File: src/rtl/fifo_rd_pkg.sv
// Shared types and defaults for the FIFO stream reader: state encoding and
// parameter defaults used by the top and its testbench.
package fifo_rd_pkg;

    localparam int DEF_DATA_WIDTH = 8;
    localparam int DEF_CNT_WIDTH  = 16;

    typedef enum logic [1:0] {
        S_EMPTY = 2'd0,
        S_ONE   = 2'd1,
        S_FULL  = 2'd2
    } rd_state_e;

    // A state holds a presentable sample whenever it is not S_EMPTY.
    function automatic logic state_has_sample(input rd_state_e s);
        return (s != S_EMPTY);
    endfunction

    // Room for another word exists in every state except S_FULL.
    function automatic logic state_has_room(input rd_state_e s);
        return (s != S_FULL);
    endfunction

endpackage

File: src/rtl/sat_counter.sv
// Up-counter that sticks at its all-ones value; used to tally output transfers.
module sat_counter #(
    parameter int WIDTH = 16
) (
    input  logic             clk,
    input  logic             reset,
    input  logic             inc,
    output logic [WIDTH-1:0] value
);

    logic [WIDTH-1:0] value_q;
    logic [WIDTH-1:0] value_d;
    logic             at_max;

    assign at_max = &value_q;

    always_comb begin
        value_d = value_q;
        if (inc && !at_max) begin
            value_d = value_q + 1'b1;
        end
    end

    always_ff @(posedge clk or negedge reset) begin
        if (!reset) begin
            value_q <= '0;
        end else begin
            value_q <= value_d;
        end
    end

    assign value = value_q;

endmodule

File: src/rtl/fifo_stream_reader.sv
// Pulls signed samples from an upstream FIFO into a two-deep output stage
// (output register plus skid register) and presents them as a valid/ready stream.
//
//   state   | meaning
//   --------+-----------------------------------------------
//   S_EMPTY | nothing held, out_valid low
//   S_ONE   | out_data holds a sample, skid unused
//   S_FULL  | out_data and skid both hold samples, no popping
module fifo_stream_reader
    import fifo_rd_pkg::*;
#(
    parameter int DATA_WIDTH = DEF_DATA_WIDTH,
    parameter int CNT_WIDTH  = DEF_CNT_WIDTH
) (
    input  logic                         clk,
    input  logic                         reset,
    input  logic                         fifo_empty,
    output logic                         fifo_rd,
    input  logic signed [DATA_WIDTH-1:0] fifo_r_data,
    output logic                         out_valid,
    input  logic                         out_ready,
    output logic signed [DATA_WIDTH-1:0] out_data,
    input  logic                         flush,
    output logic [CNT_WIDTH-1:0]         count,
    output logic                         busy
);

    rd_state_e                    state_q;
    rd_state_e                    state_d;
    logic signed [DATA_WIDTH-1:0] out_data_q;
    logic signed [DATA_WIDTH-1:0] out_data_d;
    logic signed [DATA_WIDTH-1:0] skid_q;
    logic signed [DATA_WIDTH-1:0] skid_d;

    logic pop;
    logic xfer;

    // Pop depends only on registered state and upstream/flush inputs, never on
    // out_ready, so the FIFO handshake does not chain into the downstream one.
    assign pop  = ~fifo_empty & ~flush & state_has_room(state_q) & reset;
    assign xfer = out_valid & out_ready;

    always_comb begin
        state_d    = state_q;
        out_data_d = out_data_q;
        skid_d     = skid_q;

        unique case (state_q)
            S_EMPTY: begin
                if (pop) begin
                    out_data_d = fifo_r_data;
                    state_d    = S_ONE;
                end
            end
            S_ONE: begin
                if (pop && !xfer) begin
                    skid_d  = fifo_r_data;
                    state_d = S_FULL;
                end else if (pop && xfer) begin
                    out_data_d = fifo_r_data;
                end else if (xfer) begin
                    state_d = S_EMPTY;
                end
            end
            S_FULL: begin
                if (xfer) begin
                    out_data_d = skid_q;
                    state_d    = S_ONE;
                end
            end
            default: begin
                state_d = S_EMPTY;
            end
        endcase

        if (flush) begin
            state_d = S_EMPTY;
        end
    end

    always_ff @(posedge clk or negedge reset) begin
        if (!reset) begin
            state_q    <= S_EMPTY;
            out_data_q <= '0;
            skid_q     <= '0;
        end else begin
            state_q    <= state_d;
            out_data_q <= out_data_d;
            skid_q     <= skid_d;
        end
    end

    // A transfer that lands on the same edge as a flush still counts.
    sat_counter #(
        .WIDTH(CNT_WIDTH)
    ) u_sat_counter (
        .clk  (clk),
        .reset(reset),
        .inc  (xfer),
        .value(count)
    );

    assign fifo_rd   = pop;
    assign out_valid = state_has_sample(state_q);
    assign out_data  = out_data_q;
    assign busy      = state_has_sample(state_q) | ~fifo_empty;

endmodule

File: config.mk
export PLATFORM = sky130hd
export DESIGN_NAME = fifo_stream_reader
export DESIGN_NICKNAME = d
export VERILOG_FILES = /design/src/rtl/fifo_rd_pkg.sv /design/src/rtl/sat_counter.sv /design/src/rtl/fifo_stream_reader.sv
export SDC_FILE = /design/constraint.sdc
export NUM_CORES = 1
export LEC_CHECK = 0
export BUFFER_PORTS_ARGS = -buffer_cell sky130_fd_sc_hd__buf_2
export CORE_ASPECT_RATIO = 1.4
export CORE_MARGIN = 2
export CORE_UTILIZATION = 45
export DETAILED_ROUTE_END_ITERATION = 8
export PLACE_DENSITY = 0.69
export SYNTH_ARGS = -nofsm -noshare
export SYNTH_HDL_FRONTEND = slang
export SYNTH_SLANG_ARGS = --single-unit
File: constraint.sdc
create_clock -name clk -period 1.95 [get_ports clk]
set_input_delay 0.195 -clock clk [delete_from_list [all_inputs] [get_ports clk]]
set_output_delay 0.195 -clock clk [all_outputs]
set_load 0.02 [all_outputs]
Yosys cells after proc, flatten, opt, wreduce, memory -nomap -nowiden:

Index checks and enable logic that the tools add are counted.

* flip-flop bits (word level): 34
* input bits: 13
* output and inout bits: 27
* word-level logic and storage cells: 47

* add/subtract/negate cells: 1
* equal/unequal tests: 11
* muxes and demuxes: 12
* bitwise logic cells: 7
* reductions and logical operators: 12

Operators by type and width (number)
* $mux W8: 4
* $pmux W8 S3: 1
* $add A16 B1 Y16 const B: 1
* $reduce_and A16 Y1: 1
* $mux W2: 6
* $ne A2 B2 Y1 const B: 4
* $pmux W2 S3: 1
* $reduce_and A5 Y1: 1
* $and A1 B1 Y1: 4
* $ne A4 B3 Y1 const B: 1
* $ne A4 B4 Y1 const B: 1
* $reduce_and A4 Y1: 1
* $logic_and A1 B1 Y1: 3
* $ne A3 B2 Y1 const B: 1
* $ne A3 B3 Y1 const B: 1
* $reduce_bool A3 Y1: 1
* $eq A2 B1 Y1 const B: 1
* $eq A2 B2 Y1 const B: 1
* $logic_not A1 Y1: 2
* $logic_not A2 Y1: 1
* $ne A2 B1 Y1 const B: 1
* $not A1 Y1: 2
* $reduce_and A2 Y1: 1
* $reduce_bool A2 Y1: 1
* $or A1 B1 Y1: 1

Longest topological paths before layout:

Gate-level depths: netlist of run 1.

* depth in word-level cells: 9
* depth in mapped cells: 6
* gate-level depth less buffers: 5

By module:

A second synthesis of run 1 with hierarchy kept.

* cells, all modules: 149
* area, all modules: 1659.1 um^2

By module, submodules not included
* sat_counter: instances 1, cells each 75, area each 840.8 um^2, sequential area each 400.4 um^2
* fifo_stream_reader: instances 1, cells each 74, area each 818.3 um^2, sequential area each 450.4 um^2

Least setup slack after synthesis of run 1:

Ideal clock, no wire load.

* path type: register -> register
* start: reg u_sat_counter.value_q[0], in the netlist u_sat_counter.value[0]
* end: reg u_sat_counter.value_q[1], in the netlist u_sat_counter.value[1]
* library setup time: 125 ps
* data arrival time: 1842 ps
* data required time: 1825 ps
* path slack: -18 ps
* cell stages (with the launch flop): 6
* buffers on the path: 0
* clock period less this slack: 1968 ps
* cells stage by stage: dfrtp_1 > ha_1 > nand4_4 > or4_4 > and2_4 > mux2_4

* longest elaborated chain between the ends: 3
* elaborated cells on any way between the ends: 4
* those cells by class: 1 x add/sub; 3 x reduce/logical

Ends and longest elaborated chain
* from (decl): RTL line sat_counter.sv:11 `logic [WIDTH-1:0] value_q;`
* from (signal assigned): RTL line sat_counter.sv:28 `value_q <= value_d;`
* branches (longest 3 deep; another with $add A16 B1 Y16)

Several ways; the timed one is not identified.
A chain may end at the register's enable or synchronous reset.

Worst setup path after layout of run 1:

Ends and elaborated chain as after synthesis.

==> impl_results.md, run 1 <==
- First-pass GRT wire length: 6.299 mm
- Worst-Margin Slew: 0.4393 ns
- Nets: 210
- Final setup fails: 0
- DRC: 0
- HP Class: input port to register
- Initial antenna violation count: 0
- Final GP Congestion: 0.8935
- Port Buffer Count: 39
- CTS clk-pin slew, worst paths: 0.07 ns
- Type of origin of the critical path: register
- Post-synthesis mux area share: 0.1285
- R2R Path End: u_sat_counter.value[1]
- Max Clock Freq: 530.9 MHz
- Post-DP HPWL: 2.704 mm
- Pre-CTS setup slack: 0.07224 ns
- N_diodes: 0
- CP startpoint: u_sat_counter.value[0]
- Area delta synth->final: 21.93%
- Vias post-DR: 1351
- Fin crit share: 0.9660
- Worst setup path end: u_sat_counter.value[1]
- Tmin final: 1.884 ns
- Pwr Density: 955.7 nW/um^2
- Clk_lat worst skew: 0.30 ns
- Worst Setup Path Type: register to register
- Synthesized area: 1694 sq um
- Fill cells: 335
- Mapped Nets: 163
- Core region area: 3643 sq um
- R2r setup slk: 0.07 ns
- RSZ-0062 raised after global routing: no
- Buffer depth of the longest clock path: 2
- H-tree lvl count: 2
- Worst Path Arrival: 2.06 ns
- XOR/XNOR Fraction of Synth Area: 0.05687
- Synthesized area per cell: 11.37 sq um
- Relative slew slack: 0.7072
- Vias in the first global route: 1352
- Post-synth top area share: 0.5022
- Adder-cell area share of the yosys netlist: 0.007386
- Vias per inst: 5.653
- R2R depth: 5
- Rows: 26
- Final wirelength: 3.720 mm
- CTS Buf Count: 5
- Worst Path Required: 2.13 ns
- Clk_skew: 0.006353 ns
- TritonRoute pass-1 iters: 4
- Starting Density: 0.4650
- Commonest cells after routing, fill and taps aside: buf_2, dfrtp_1, nor2_1, a21oi_1, mux2_2
- Leading cell type in the layout, fill and taps excluded: buf_2
- Die area: 4278 sq um
- Post-CTS resize count: 0
- Max FO, Critical Path: 6
- Post-DR wirelength/cell: 15.56 um
- TNS Setup: 0 ns
- Seq/Total Area, Yosys: 0.5022
- Gr ovfl total: 0
- Synth cell types: 36
- Die height: 76.60 um
- Synth Area in Simple Gates: 0.1913
- Crit Reg-Reg Startpoint: u_sat_counter.value[0]
- Largest family of logic cells by synthesized area: simple AND/OR/NAND/NOR gates
- Cell count after synthesis: 149
- Clock Root Buffer: clkbuf_8
- Initial DRC count: 45
- Final Hold Vio Count: 0
- MaxCap Viol Count: 0
- Yosys top cell by area: dfrtp_1
- Slew Limit Fails: 0
- Status: completed
- GRT Util Overall: 0.1911
- Synth Area in Compound Gates: 0.08567
- CP Capture Type: register
- Yosys warnings: 0
- Routed Antenna Nets: 0
- Top cells by area, synth: dfrtp_1, mux2_2, mux2i_1
- Leak pwr: 0.0009934 uW
- I/O pins: 40
- Hold path startpoint: flush
- Die X: 55.86 um
- Seq cells post-synth: 34
- CTS tree: built
- Layout cells sized above 1: 0.3706
- Largest net degree at the start of global routing: 36
- Maximum VDD drop: 0.5604 mV
- Sink Count: 34
- Setup ws final: 0.06631 ns
-- critical path, stage by stage, from the launching register on --
cell and delay, ns:
dfrtp_2 0.40, ha_1 0.23, nand4_4 0.12, or4_4 0.54
and2_4 0.19, mux2_4 0.28
-- state kept, by name, summed over array words and instances, names as in the netlist --
| signal | flops |
|---|---|
| skid_q | 8 |
| state_q | 2 |
| out_data | 8 |
| u_sat_counter.value | 16 |
-- Yosys cell counts --
cell type and n:
a211oi_1 1, a21oi_1 12, a311oi_1 1, a31oi_1 3, and2_1 3, and2_4 1, and3_1 3, and3_2 2
and4_1 1, buf_2 3, buf_6 1, clkbuf_8 1, dfrtp_1 34, ha_1 1, inv_1 2, mux2_2 10
mux2_4 1, mux2i_1 9, nand2_1 6, nand2b_1 2, nand3_1 5, nand3b_1 1, nand4_1 9, nand4_2 1
nand4_4 1, nor2_1 14, nor2b_1 2, o21a_1 2, o21ai_0 1, o22a_1 1, o31ai_4 1, or3b_1 1
or3b_4 1, or4_4 1, xnor2_1 7, xor2_1 4
-- layout make-up --
type / instances / area, sq um / area share
Clock inverter: 3 / 45.04 / 0.02180
Tap cell: 42 / 52.55 / 0.02544
Multi-Input combinational cell: 108 / 795.8 / 0.3852
Sequential cell: 34 / 853.3 / 0.4131
Clock buffer: 5 / 68.82 / 0.03331
Timing Repair Buffer: 45 / 242.7 / 0.1175
Inverter: 2 / 7.507 / 0.003634
-- power breakdown --
group / internal [uW] / leakage [uW] / switching, uW
sequential: 817 / 0.000435 / 105
clock: 380 / 0.0000504 / 275
combinational: 171 / 0.000508 / 226
total: 1370 / 0.000993 / 606
-- layer usage --
| metal | vias to the layer above | part of all wire | GRT usage |
|---|---|---|---|
| met3 | 10 | 0.057 | 0.03396 |
| met2 | 52 | 0.54 | 0.3321 |
| met4 | 0 | 0.031 | 0.1286 |
| li1 | 629 | - | - |
| met1 | 660 | 0.37 | 0.2077 |
| met5 | - | 0 | 0 |
-- how the worst min path moves through the flow --
stage,end,slack (ns),cells after the start
finish,state_q[1],0.08,2
global route,state_q[1],0.09,2
CTS,state_q[1],0.07,2
global placement,skid_q[7],0.26,2
detailed placement,skid_q[3],0.27,2
floorplan,out_data[0],-0.10,0
-- kinds of logic (layout without fill, tap and decap cells) --
| group | after synthesis | after routing |
|---|---|---|
| mux | 20 | 20 |
| flops | 34 | 34 |
| fa+ha+maj | 1 | 1 |
| simple gates | 54 | 54 |
| compound gates | 22 | 22 |
| xor+xnor | 11 | 11 |
| buf+inv | 7 | 55 |
-- per-stage QoR --
step                        util  hold WS, ns  cell area [sq um]  cells  power, uW
final                     0.5670      0.07980               2066    239       1974
after global routing      0.5670      0.09216               2066    239       2079
after detailed placement  0.5330       0.2713               1942    230       1340
after global placement    0.5330       0.2628               1942    230       1315
after floorplan                -      -0.1006               1697    149       1174
after CTS                 0.5670      0.07066               2066    239       2005
-- what timing repair did --
item / CTS / global route
hold buffers: 1 / 0
setup buffers: 0 / 0
hold endpoints to repair: 34 / 0
No activity file was read; power rests on OpenSTA's default activity.
==> run 2, diff against run 1 <==
--- a/config.mk
+++ b/config.mk
@@ -5,12 +5,13 @@
 export SDC_FILE = /design/constraint.sdc
 export NUM_CORES = 1
 export LEC_CHECK = 0
+export ABC_AREA = 1
 export BUFFER_PORTS_ARGS = -buffer_cell sky130_fd_sc_hd__buf_2
 export CORE_ASPECT_RATIO = 1.4
 export CORE_MARGIN = 2
 export CORE_UTILIZATION = 45
 export DETAILED_ROUTE_END_ITERATION = 8
-export PLACE_DENSITY = 0.69
+export PLACE_DENSITY = 0.68
 export SYNTH_ARGS = -nofsm -noshare
 export SYNTH_HDL_FRONTEND = slang
 export SYNTH_SLANG_ARGS = --single-unit
==> run 2 against run 1 <==
Effect of this change:
- cell count grew 42%
- combinational power grew 92%
- area after synthesis up 9.1%
- hold slack improved by 0.064 ns
- setup slack better by 0.18 ns
- total power increased by 20%
- sequential share of layout area down 1.9 points
- first-iteration DRC count increased by 47%
- fmax grew 10%
- critical path depth increased by 5
- highest routed layer unchanged
==> impl_results.md, run 2 <==
- Worst Path Required: 2.18 ns
- Global-route layer with the greatest usage: met2
- Grt met3 use: 0.05186
- Synthesized area per cell: 7.304 sq um
- Synth cell types: 24
- Max FFs per register: 16
- N_diodes: 0
- Leading cell type in the layout, fill and taps excluded: nand2_1
- MaxCap Viol Count: 0
- Layout cells sized above 1: 0.1886
- Met2 usage: 0.3170
- HP Class: input port to register
- CTS tree: built
- Synthesized area: 1848 sq um
- Clk_lat worst skew: 0.29 ns
- Worst Setup Path Type: register to register
- Hold WS: 0.1433 ns
- Die X: 58.16 um
- Pwr Density: 1095 nW/um^2
- Slew Limit Fails: 0
- Port Buffer Count: 39
- Area delta synth->final: 16.72%
- Relative slew slack: 0.7001
- Seq cells post-synth: 34
- Setup ws final: 0.2419 ns
- Final GP Congestion: 0.8198
- Top-count cell post-synth: nand2_1
- Final wirelength: 3.811 mm
- Commonest cells after routing, fill and taps aside: nand2_1, buf_2, dfrtp_1, inv_1, o21ai_0
- CTS Buf Count: 5
- Status: completed
- Die height: 79.83 um
- Gr ovfl total: 0
- Initial antenna violation count: 0
- Final Hold Vio Count: 0
- Vias post-DR: 1656
- Final instance area: 2157 sq um
- EDFF count, synth: 0
- Die area: 4643 sq um
- First-pass GRT wire length: 6.699 mm
- H-tree lvl count: 2
- Leak pwr: 0.001201 uW
- Final setup fails: 0
- Type of origin of the critical path: register
- Top cells by area, synth: dfrtp_1, nand2_1, o21ai_0
- Post-synth top cells: nand2_1, dfrtp_1, inv_1
- Routed Antenna Nets: 0
- Fin crit share: 0.8760
- Max Clock Freq: 585.4 MHz
- Rows: 27
- CP Capture Type: register
- TNS Setup: 0 ns
- Largest net degree at the start of global routing: 35
- Core region area: 3953 sq um
- Starting Density: 0.4676
- DRC: 0
- Clock Root Buffer: clkbuf_8
- Pre-CTS setup slack: 0.2926 ns
- GRT Util Overall: 0.1875
- Vias per inst: 4.871
- Worst-Margin Slew: 0.4488 ns
- Post-DR wirelength/cell: 11.21 um
- Post-synth top area share: 0.4604
- Vias in the first global route: 1550
- Cell count after synthesis: 253
- Fraction of registers with async set/reset: 1.000
- Clk_skew: 0.007872 ns
- RSZ-0062 raised after global routing: no
- TritonRoute pass-1 iters: 4
- Max FO, Critical Path: 13
- Nets: 310
- Yosys warnings: 0
- M1 GR Usage: 0.2130
- Tmin final: 1.708 ns
- I/O pins: 40
- Maximum VDD drop: 0.6130 mV
- Worst Path Arrival: 1.94 ns
- CTS clk-pin slew, worst paths: 0.07 ns
- Yosys top cell by area: dfrtp_1
- DP Area: 2056 sq um
- Sink Count: 34
- Fill cells: 386
- Mapped Nets: 267
- Post-DP HPWL: 2.725 mm
- Buffer depth of the longest clock path: 2
- Post-synth top flop: dfrtp_1
- Initial DRC count: 66
- Seq/Total Area, Yosys: 0.4604
run 2: changes by cell type after synthesis, moves of 4 or more:
| cell | previous run | this run |
|---|---|---|
| mux2i_1 | 9 | 0 |
| a21oi_1 | 12 | 1 |
| nand4_1 | 9 | 2 |
| mux2_2 | 10 | 0 |
| nand2_2 | 0 | 4 |
| nand2_1 | 6 | 105 |
| inv_1 | 2 | 29 |
| o21ai_0 | 1 | 27 |
run 2: cells by family (layout without fill, tap and decap cells):
family / after synthesis / in the layout / share of synthesized area
buf+inv: 37 / 81 / 0.09546
xor+xnor: 9 / 9 / 0.04265
flops: 34 / 34 / 0.4604
compound gates: 32 / 32 / 0.08801
simple gates: 140 / 140 / 0.3067
fa+ha+maj: 1 / 1 / 0.006769
run 2: layer usage:
| layer | share of wire | up-vias |
|---|---|---|
| li1 | - | 862 |
| met1 | 0.43 | 738 |
| met2 | 0.49 | 43 |
| met3 | 0.045 | 13 |
| met4 | 0.030 | 0 |
| met5 | 0 | - |
run 2: path summary, 6_finish.rpt:
kind | start | to | slack (ns) | cells past startpoint
worst min-delay path | flush | state_q[1] | 0.14 | 2
worst max register to register | u_sat_counter.value[0] | u_sat_counter.value[4] | 0.24 | 10
worst max-delay path | u_sat_counter.value[0] | u_sat_counter.value[4] | 0.24 | 10
worst min register to register | out_data[3] | out_data[3] | 0.48 | 2
max in group asynchronous | reset | skid_q[5] | 1.15 | 3
min in group asynchronous | reset | u_sat_counter.value[12] | 0.49 | 3
run 2: stage by stage:
step	instances	power [uW]	utilization
6_report	340	2361	0.5457
5_1_grt	340	2549	0.5457
4_1_cts	340	2399	0.5457
3_5_place_dp	331	1837	0.5201
3_3_place_gp	331	1829	0.5201
2_1_floorplan	253	1609	-
run 2: where the power goes:
group | switching [uW] | internal [uW] | leakage [uW]
Clock | 262 | 285 | 0.0000482
Combinational | 498 | 266 | 0.000707
Sequential | 135 | 915 | 0.000446
run 2: what timing repair did:
item,4_1_cts,5_1_grt
resized for setup,0,0
hold buffers,1,0
buffers inserted,0,0
hold endpoints to repair,34,0
run 2: layout make-up:
class / instances / area [sq um] / share of cell area
timing repair buffer: 43 / 227.7 / 0.1056
clock buffer: 7 / 86.33 / 0.04002
clock inverter: 1 / 5.005 / 0.002320
multi-input combinational: 182 / 820.8 / 0.3805
sequential: 34 / 850.8 / 0.3944
inverter: 30 / 112.6 / 0.05220
tap: 43 / 53.80 / 0.02494
run 2: critical path, cell delays in order (launching register included):
cell and delay, ns:
dfrtp_1 0.42, ha_1 0.24, nand2_2 0.10, nor2_2 0.06, nand2_2 0.08, clkinv_1 0.06, nand3_1 0.08, nand2_2 0.06
inv_1 0.31, nand2_1 0.14, nand2_1 0.10
